### src/rtl/obc_da_engine_if.sv
// obc_da_engine_if -- bus bundle for the offset-binary-coded distributed
// arithmetic engine.
//
// Parameters must match the engine instance: N_IN samples of DW bits and
// CW-bit coefficient table entries.
//
// Signals:
//   in_valid/in_ready   sample vector handshake, x_in carries N_IN samples
//   cfg_we/addr/data    coefficient table write port (pair k, entry e -> 2k+e)
//   off_we/off_data     offset register write port (AW bits)
//   out_valid/out_ready result handshake, result is OW bits
//
// Modports: master drives the inputs of the engine, slave is the engine.
// Macro OBC_DA_ROUND_EN narrows result to AW-DW bits (rounded output).
interface obc_da_engine_if #(
  parameter int N_IN = 16,
  parameter int DW   = 8,
  parameter int CW   = 16
);
  localparam int AW  = CW + DW + $clog2(N_IN / 2) + 1;
  localparam int CAW = $clog2(N_IN);
`ifdef OBC_DA_ROUND_EN
  localparam int OW  = AW - DW;
`else
  localparam int OW  = AW;
`endif

  logic                 in_valid;
  logic                 in_ready;
  logic [N_IN*DW-1:0]   x_in;
  logic                 cfg_we;
  logic [CAW-1:0]       cfg_addr;
  logic [CW-1:0]        cfg_data;
  logic                 off_we;
  logic [AW-1:0]        off_data;
  logic                 out_valid;
  logic                 out_ready;
  logic [OW-1:0]        result;

  modport master (
    output in_valid, x_in, cfg_we, cfg_addr, cfg_data, off_we, off_data, out_ready,
    input  in_ready, out_valid, result
  );

  modport slave (
    input  in_valid, x_in, cfg_we, cfg_addr, cfg_data, off_we, off_data, out_ready,
    output in_ready, out_valid, result
  );
endinterface

### src/rtl/obc_da_engine.sv
// obc_da_engine -- bit-serial distributed arithmetic inner product using
// offset binary coding. Samples are paired; each pair (2k, 2k+1) owns a
// two-entry coefficient table T[k][0..1]. One bit plane is processed per
// clock, MSB plane first, so a vector takes DW cycles in RUN plus one cycle
// to add the offset register and present the result.
//
// Ports:
//   clk    single clock, rising edge
//   rst_n  asynchronous active-low reset (clears FSM, table and offset)
//   bus    obc_da_engine_if.slave: vector input, table/offset writes,
//          result output with valid/ready
//
// Optional feature: define OBC_DA_ROUND_EN to output the final sum divided
// by 2^DW with round-half-up, AW-DW bits wide. Without it the full AW-bit
// sum is output.
module obc_da_engine #(
  parameter int N_IN = 16,
  parameter int DW   = 8,
  parameter int CW   = 16
) (
  input  logic            clk,
  input  logic            rst_n,
  obc_da_engine_if.slave  bus
);
  localparam int AW = CW + DW + $clog2(N_IN / 2) + 1;
  localparam int NP = N_IN / 2;
  localparam int JW = (DW > 1) ? $clog2(DW) : 1;
`ifdef OBC_DA_ROUND_EN
  localparam int OW = AW - DW;
  localparam logic [AW-1:0] RND = AW'(1) << (DW - 1);
`else
  localparam int OW = AW;
`endif

  typedef enum logic [1:0] {IDLE, RUN, DONE} state_t;

  state_t          state;
  logic [JW-1:0]   j;
  logic [AW-1:0]   acc;
  logic [AW-1:0]   off_reg;
  logic [DW-1:0]   smp [N_IN];
  logic [CW-1:0]   tbl [N_IN];
  logic            in_ready_q;
  logic            out_valid_q;
  logic [OW-1:0]   result_q;

  logic            inv;
  logic [AW-1:0]   term [NP];
  logic [AW-1:0]   plane_sum;
  logic [AW-1:0]   acc_next;

  assign bus.in_ready  = in_ready_q;
  assign bus.out_valid = out_valid_q;
  assign bus.result    = result_q;

  // The MSB plane carries negative weight in two's complement; inverting its
  // sign here is what turns the offset-binary table lookup into a signed sum.
  assign inv = (j == JW'(DW - 1));

  for (genvar k = 0; k < NP; k++) begin : g_pair
    logic          b0, b1, idx, sgn;
    logic [CW-1:0] tsel;
    logic [AW-1:0] tv;

    assign b0   = smp[2*k][j];
    assign b1   = smp[2*k+1][j];
    assign idx  = b0 ^ b1;
    assign sgn  = b0 ^ inv;
    assign tsel = idx ? tbl[2*k+1] : tbl[2*k];
    assign tv   = {{(AW-CW){tsel[CW-1]}}, tsel};
    assign term[k] = sgn ? ((~tv) + AW'(1)) : tv;
  end

  // NOTE: every always_comb output gets a default before any conditional or
  // loop, so no path can leave it unassigned and infer a latch.
  always_comb begin
    plane_sum = '0;
    for (int k = 0; k < NP; k++) begin
      plane_sum = plane_sum + term[k];
    end
  end

  assign acc_next = (acc << 1) + plane_sum;

  // Table and offset are writable only while idle so that a vector in flight
  // always sees one consistent configuration. A write coinciding with the
  // accepting handshake lands on the same edge and is used by that vector.
  // NOTE: the coefficient table is a register file that must read back as
  // zero after reset, so it is cleared in the reset branch, unlike a RAM.
  always_ff @(posedge clk or negedge rst_n) begin
    if (!rst_n) begin
      for (int i = 0; i < N_IN; i++) begin
        tbl[i] <= '0;
      end
      off_reg <= '0;
    end else if (state == IDLE) begin
      if (bus.cfg_we && (int'(bus.cfg_addr) < N_IN)) begin
        tbl[bus.cfg_addr] <= bus.cfg_data;
      end
      if (bus.off_we) begin
        off_reg <= bus.off_data;
      end
    end
  end

  // NOTE: all sequential state uses non-blocking assignments so every
  // register samples pre-edge values regardless of statement order.
  always_ff @(posedge clk or negedge rst_n) begin
    if (!rst_n) begin
      state       <= IDLE;
      j           <= JW'(DW - 1);
      acc         <= '0;
      in_ready_q  <= 1'b1;
      out_valid_q <= 1'b0;
      result_q    <= '0;
      for (int i = 0; i < N_IN; i++) begin
        smp[i] <= '0;
      end
    end else begin
      unique case (state)
        IDLE: begin
          if (bus.in_valid) begin
            for (int i = 0; i < N_IN; i++) begin
              smp[i] <= bus.x_in[i*DW +: DW];
            end
            acc        <= '0;
            j          <= JW'(DW - 1);
            in_ready_q <= 1'b0;
            state      <= RUN;
          end
        end
        RUN: begin
          acc <= acc_next;
          if (j == '0) begin
            state <= DONE;
          end else begin
            j <= j - JW'(1);
          end
        end
        DONE: begin
          // First DONE cycle adds the offset and raises out_valid; after that
          // result is frozen until the consumer takes it.
          if (!out_valid_q) begin
`ifdef OBC_DA_ROUND_EN
            result_q <= OW'($signed(acc + off_reg + RND) >>> DW);
`else
            result_q <= acc + off_reg;
`endif
            out_valid_q <= 1'b1;
          end else if (bus.out_ready) begin
            out_valid_q <= 1'b0;
            in_ready_q  <= 1'b1;
            j           <= JW'(DW - 1);
            state       <= IDLE;
          end
        end
        default: begin
          state      <= IDLE;
          in_ready_q <= 1'b1;
        end
      endcase
    end
  end
endmodule

### src/flat_wrapper.sv
// flat-port wrapper written by rule: the top's interface ports become plain ports
module obc_da_engine_flat 
#(
  parameter int N_IN = 16,
  parameter int DW   = 8,
  parameter int CW   = 16
)
  (clk, rst_n, bus_in_valid, bus_x_in, bus_cfg_we, bus_cfg_addr, bus_cfg_data, bus_off_we, bus_off_data, bus_out_ready, bus_in_ready, bus_out_valid, bus_result);
  obc_da_engine_if #(.N_IN(N_IN), .DW(DW), .CW(CW)) bus_i ();
  input  logic clk;
  input  logic rst_n;
  input wire logic [$bits(bus_i.in_valid)-1:0] bus_in_valid;
  input wire logic [$bits(bus_i.x_in)-1:0] bus_x_in;
  input wire logic [$bits(bus_i.cfg_we)-1:0] bus_cfg_we;
  input wire logic [$bits(bus_i.cfg_addr)-1:0] bus_cfg_addr;
  input wire logic [$bits(bus_i.cfg_data)-1:0] bus_cfg_data;
  input wire logic [$bits(bus_i.off_we)-1:0] bus_off_we;
  input wire logic [$bits(bus_i.off_data)-1:0] bus_off_data;
  input wire logic [$bits(bus_i.out_ready)-1:0] bus_out_ready;
  output wire logic [$bits(bus_i.in_ready)-1:0] bus_in_ready;
  output wire logic [$bits(bus_i.out_valid)-1:0] bus_out_valid;
  output wire logic [$bits(bus_i.result)-1:0] bus_result;
  assign bus_i.in_valid = bus_in_valid;
  assign bus_i.x_in = bus_x_in;
  assign bus_i.cfg_we = bus_cfg_we;
  assign bus_i.cfg_addr = bus_cfg_addr;
  assign bus_i.cfg_data = bus_cfg_data;
  assign bus_i.off_we = bus_off_we;
  assign bus_i.off_data = bus_off_data;
  assign bus_i.out_ready = bus_out_ready;
  assign bus_in_ready = bus_i.in_ready;
  assign bus_out_valid = bus_i.out_valid;
  assign bus_result = bus_i.result;
  obc_da_engine #(.N_IN(N_IN), .DW(DW), .CW(CW)) u_core (.clk(clk), .rst_n(rst_n), .bus(bus_i));
endmodule
### config.mk
export PLATFORM = sky130hd
export DESIGN_NAME = obc_da_engine_flat
export DESIGN_NICKNAME = d
export VERILOG_FILES = /design/src/rtl/obc_da_engine_if.sv /design/src/rtl/obc_da_engine.sv /design/src/flat_wrapper.sv
export SDC_FILE = /design/constraint.sdc
export NUM_CORES = 1
export LEC_CHECK = 0
export CAP_MARGIN = 20
export CORE_MARGIN = 2
export CORE_UTILIZATION = 50
export DETAILED_ROUTE_END_ITERATION = 7
export HOLD_SLACK_MARGIN = 0.12
export PLACE_DENSITY = 0.72
export SETUP_SLACK_MARGIN = 0.2
export SYNTH_ARGS = -nofsm -noshare
export SYNTH_HDL_FRONTEND = slang
export SYNTH_SLANG_ARGS = --single-unit
### constraint.sdc
create_clock -name clk -period 8.11 [get_ports clk]
set_input_delay 1.622 -clock clk [delete_from_list [all_inputs] [get_ports clk]]
set_output_delay 1.622 -clock clk [all_outputs]
set_load 0.005 [all_outputs]
==> results of run 1 <==
## worst max-delay path: cells and delay by family, from the launching register on
kind / cells / cell delay [ps]
multiplexers: 2 / 850
buffers and inverters: 4 / 410
adder cells (fa/ha/maj): 6 / 2620
flip-flops: 1 / 560
AO/OA/AOI/OAI: 10 / 1490
AND/OR/NAND/NOR: 6 / 1140
XOR/XNOR: 2 / 400
## metrics by stage
| step | area [um^2] | worst slack, ps |
|---|---|---|
| 2_1_floorplan | 32690 | 252.2 |
| 3_3_place_gp | 35990 | 288.9 |
| 6_report | 37890 | 516.1 |
| 4_1_cts | 37700 | 218.1 |
| 3_5_place_dp | 36060 | 114.4 |
| 5_1_grt | 37880 | 151.7 |
## worst max path at each step
stage / endpoint / slack (ps) / cells past startpoint
CTS: u_core.acc[27] / 220 / 30
global route: u_core.acc[27] / 150 / 30
finish: u_core.acc[27] / 520 / 30
floorplan: u_core.acc[27] / 250 / 31
global placement: u_core.acc[27] / 290 / 28
detailed placement: u_core.acc[27] / 110 / 28
## layer usage
| layer | track usage | vias up |
|---|---|---|
| met5 | 0 | - |
| met4 | 0.1105 | 0 |
| met3 | 0.06082 | 197 |
| met2 | 0.4410 | 791 |
| met1 | 0.3482 | 12150 |
| li1 | - | 11420 |
## cell type report
| class | count | area, um^2 | share of cell area |
|---|---|---|---|
| Antenna cell | 2 | 5.005 | 0.0001321 |
| Clock buffer | 70 | 1418 | 0.03742 |
| Clock inverter | 24 | 210.2 | 0.005548 |
| Inverter | 288 | 1086 | 0.02866 |
| Multi-Input combinational cell | 2368 | 19310 | 0.5097 |
| Sequential cell | 475 | 11900 | 0.3141 |
| Tap cell | 855 | 1070 | 0.02824 |
| Timing Repair Buffer | 297 | 2890 | 0.07629 |
## cell families after synthesis
group                    after synthesis  synth area share
buffers and inverters                434           0.05198
XOR/XNOR                             244           0.06687
AO/OA/AOI/OAI                        446           0.08172
multiplexers                         455            0.1649
AND/OR/NAND/NOR                      971            0.1321
adder cells (fa/ha/maj)              252            0.1387
flip-flops                           475            0.3638
## cell usage in the layout (no fill, tap or decap), drive strengths merged, types with 16 or more instances in the layout
master         count
nand2            517
dfrtp            471
mux2             301
inv              291
clkdlybuf4s50    210
fa               184
nor2             174
a21oi            147
o21ai            147
xnor2            127
mux2i            120
xor2             114
buf               86
clkbuf            71
ha                68
nor3              67
a21o              47
nand3             46
or3               43
mux4              34
nor4              21
nor3b             21
o31ai             19
or4               18
a31oi             16
## what timing repair did
action,in CTS,in global routing
setup buffers,0,2
cloned,0,1
resized for setup,2,30
endpoints found under the hold margin,0,0
pin swaps,0,6
endpoints found under the setup margin,1,9
==> impl_metrics.json, run 1 <==
{
  "status": "complete, no violations",
  "drt_iter0_drc": 2065,
  "dieWidth_um": 259.7,
  "timing.reg2reg.worst_path_depth": 30,
  "wl_met1_mm": 37.49,
  "setup_tns_ps": 0,
  "largest_reg_flops": 256,
  "fin_nets": 3915,
  "wirelength_mm": 90.60,
  "critPathArrivalTime_ps": 8060,
  "worst_setup_path_end_kind": "flip-flop",
  "syn_area_per_cell_um2": 9.975,
  "min-delay-start": "u_core.smp[63]",
  "port_buffers": 211,
  "fin_hold_ws_ps": 473.6,
  "ys_ff_latch": 475,
  "synth_edf_count": 0,
  "top_regs": "u_core.tbl: 256 flops, u_core.smp: 128 flops",
  "grt_pass1_vias": 24580,
  "dpl.hpwl_mm": 68.92,
  "n_fill_cell": 5444,
  "highest_layer": "met4",
  "drc": 0,
  "dr_wl_met2_mm": 42.90,
  "grt.total_usage": 0.2700,
  "synth_area_leaders": "dfrtp_1 (36%), fa_1 (11%), mux2_2 (10%), nand2_1 (5.9%), mux2i_1 (3.6%)",
  "avgViaCountPerCell": 5.607,
  "relSlewSlack": 0.1847,
  "grt_overflow": 0,
  "drive_gt1_frac": 0.1635,
  "grt_antenna_before_repair": 7,
  "slew_violations": 0,
  "min_period_ps": 7594,
  "clock_latency_ps": 610,
  "cp_common_cell": "fa_1",
  "max_cap_violations": 0,
  "tightestPinTransition_ps": 1219,
  "post-route-period-util": 0.9364,
  "grt_pass1_wl_mm": 139.5,
  "final_core_util": 0.5867,
  "min_path_type": "reg -> reg",
  "ctsHoldBuffers": 0,
  "hold_viol": 0,
  "regToRegEndpoint": "u_core.acc[27]",
  "coreArea_um2": 64580,
  "crit_fanout": 11,
  "dieArea_um2": 67440,
  "boundaryPins": 212,
  "rsz0062_at_grt": "true",
  "clock_skew_ps": 22.74,
  "wire_per_inst_um": 20.69,
  "synth-seq-area-share": 0.3638,
  "worstPathRequired_ps": 8580,
  "start_util": 0.5062,
  "start_kind": "flip-flop",
  "critPathLaunch": "u_core.j[0]",
  "antenna_left": 0,
  "rrSetupSlack_ps": 520,
  "setup_viol": 0,
  "dp_cells": 4279,
  "synth_async_sr_flop_share": 1.000,
  "hold_path_depth": 2,
  "cts_sinks": 475,
  "fp-row-count": 93,
  "worstHoldEndpoint": "u_core.smp[63]",
  "cts-root-buf": "clkbuf_16",
  "synth_most_common_cell": "nand2_1",
  "yosys-top-cells-count": "nand2_1 (517), dfrtp_1 (471), mux2_2 (300)",
  "cts_tree": "built",
  "ys_warn_count": 0,
  "critical_path_class": "reg -> reg",
  "cts-buffers-inserted": 51,
  "ys_types": 76,
  "netlist_instances": 3277,
  "fp.dieH_um": 259.7,
  "ys.flop_type": "dfrtp_1",
  "stdcell_count": 4379,
  "clkTransAtPathRegs_ps": 60,
  "fmax_mhz": 131.7,
  "cpPeakStageDelay_ps": 560,
  "r2r_start": "u_core.j[0]",
  "yosys.area.top_type": "dfrtp_1",
  "gp_congestion": 1.004,
  "wl_met3_mm": 6.356,
  "cp_slowest_cell": "dfstp_2",
  "vias": 24550,
  "syn_area_um2": 32690,
  "firstDrtPassIters": 5,
  "cts_buffer_depth": 3,
  "synth_top_area_share": 0.3606,
  "synth_nets": 3711,
  "syn_to_final_growth_pct": 15.91,
  "htree_num_levels": 2,
  "grt_max_degree": 177,
  "top_register": "u_core.tbl"
}
Power of run 1 is left out: the tool's default activity adds up to more than one toggle a clock period on the data nets, which glitch-free logic cannot reach.
==> run 2: changes to the inputs <==
--- a/config.mk
+++ b/config.mk
@@ -11,6 +11,7 @@
 export DETAILED_ROUTE_END_ITERATION = 7
 export HOLD_SLACK_MARGIN = 0.12
 export PLACE_DENSITY = 0.72
+export RECOVER_POWER = 50
 export SETUP_SLACK_MARGIN = 0.2
 export SYNTH_ARGS = -nofsm -noshare
 export SYNTH_HDL_FRONTEND = slang
==> run 2 against run 1 <==
Compared with the run above:
- the run now ends with capacitance limit, slew limit left
- fmax shrank 0.40%
- hold slack is essentially flat
- via count is essentially flat
- clock skew shrank 1.0 ps
- critical path depth is the same
- core utilization shrank 0.083 points
- non-clock buffer count is the same
- routed wire length is essentially flat
- critical endpoint unchanged
- highest routed layer unchanged
==> impl_metrics.json, run 2 (synthesized netlist as in run 1, its figures left out) <==
{
  "grt_pass1_vias": 24580,
  "htree_num_levels": 2,
  "grt_antenna_before_repair": 7,
  "start_kind": "flip-flop",
  "syn_to_final_growth_pct": 15.74,
  "crit_fanout": 11,
  "mostFrequentLayoutCells": "nand2_1 (516), dfrtp_1 (471), mux2_2 (300)",
  "boundaryPins": 212,
  "cts-buffers-inserted": 51,
  "cts_tree": "built",
  "status": "complete, but fails checks",
  "dieArea_um2": 67440,
  "cts-root-buf": "clkbuf_16",
  "hold_viol": 0,
  "r2r_start": "u_core.j[0]",
  "grt_pass1_wl_mm": 139.5,
  "clkTransAtPathRegs_ps": 60,
  "top_regs": "u_core.tbl: 256 flops, u_core.smp: 128 flops",
  "ctsHoldBuffers": 0,
  "critical_path_class": "reg -> reg",
  "dpl.hpwl_mm": 68.92,
  "fin_nets": 3915,
  "clock_latency_ps": 610,
  "grt_overflow": 0,
  "antenna_left": 0,
  "n_fill_cell": 5452,
  "cts_buffer_depth": 3,
  "dp_cells": 4279,
  "port_buffers": 211,
  "grt.total_usage": 0.2700,
  "fp-row-count": 93,
  "firstDrtPassIters": 6,
  "rsz0062_at_grt": "true",
  "timing.reg2reg.worst_path_depth": 30,
  "grt_max_degree": 177,
  "cp_common_cell": "fa_1",
  "max_cap_violations": 6,
  "final_common_cell": "nand2_1",
  "fmax_mhz": 131.2,
  "worstHoldEndpoint": "u_core.smp[63]",
  "rrSetupSlack_ps": 490,
  "cp_slowest_cell": "dfstp_2",
  "drive_gt1_frac": 0.1624,
  "hold_path_depth": 2,
  "fp.dieH_um": 259.7,
  "largest_reg_flops": 256,
  "min_period_ps": 7624,
  "wirelength_mm": 90.54,
  "final_core_util": 0.5858,
  "critPathArrivalTime_ps": 8090,
  "cts_sinks": 475,
  "gp_congestion": 1.004,
  "dieWidth_um": 259.7,
  "avgViaCountPerCell": 5.603,
  "post-route-period-util": 0.9401,
  "stdcell_count": 4379,
  "violations": "capacitance limit, slew limit",
  "regToRegEndpoint": "u_core.acc[27]",
  "wire_per_inst_um": 20.68,
  "drt_iter0_drc": 2075,
  "tightestPinTransition_ps": 4019,
  "drc": 0,
  "worstPathRequired_ps": 8580,
  "setup_tns_ps": 0,
  "min-delay-start": "u_core.smp[63]",
  "setup_viol": 0,
  "fin_hold_ws_ps": 473.8,
  "top_register": "u_core.tbl",
  "start_util": 0.5062,
  "slew_violations": 568,
  "cpPeakStageDelay_ps": 560,
  "worst_setup_path_end_kind": "flip-flop",
  "min_path_type": "reg -> reg",
  "coreArea_um2": 64580,
  "vias": 24540,
  "relSlewSlack": -1.680,
  "clock_skew_ps": 21.74
}
## run 2: through the flow
| step | setup WS, ps | instance area [um^2] |
|---|---|---|
| floorplan | 252.2 | 32690 |
| global placement | 288.9 | 35990 |
| detailed placement | 114.4 | 36060 |
| CTS | 218.1 | 37700 |
| global route | 151.7 | 37830 |
| finish | 485.5 | 37830 |
## run 2: cell type report
type	instances	area, um^2	area share
Antenna cell	2	5.005	0.0001323
Multi-Input combinational cell	2368	19300	0.5102
Timing Repair Buffer	297	2844	0.07517
Tap cell	855	1070	0.02828
Clock inverter	24	210.2	0.005556
Inverter	288	1086	0.02871
Clock buffer	70	1418	0.03747
Sequential cell	475	11900	0.3145
## run 2: repair_timing
item | 4_1_cts | 5_1_grt
pin swaps | 0 | 6
resized for setup | 2 | 30
setup endpoints to repair | 1 | 9
cloned | 0 | 1
buffers inserted | 0 | 2
## run 2: layer usage
layer / global-route usage / routed length [um] / share of wire / up-vias
met4: 0.1105 / 3835 / 0.042 / 0
met5: 0 / 0 / 0 / -
met2: 0.4410 / 42980 / 0.47 / 784
met3: 0.06082 / 6764 / 0.075 / 198
met1: 0.3482 / 36960 / 0.41 / 12150
li1: - / - / - / 11410
## run 2: worst max-delay path, delay by kind of cell, from the launching register on
kind	cells	cell delay [ps]
AO/OA/AOI/OAI	10	1480
XOR/XNOR	2	400
adder cells (fa/ha/maj)	6	2610
multiplexers	2	850
AND/OR/NAND/NOR	6	1160
flip-flops	1	560
buffers and inverters	4	410
## run 2: worst max-delay path by stage
| stage | slack (ps) | to | from | cells past startpoint |
|---|---|---|---|---|
| after CTS | 220 | u_core.acc[27] | u_core.j[0] | 30 |
| after global placement | 290 | u_core.acc[27] | u_core.j[1] | 28 |
| after detailed placement | 110 | u_core.acc[27] | u_core.j[1] | 28 |
| final | 490 | u_core.acc[27] | u_core.j[0] | 30 |
| after global routing | 150 | u_core.acc[27] | u_core.j[0] | 30 |
| after floorplan | 250 | u_core.acc[27] | u_core.j[1] | 31 |
Power of run 2 is left out for the same reason.
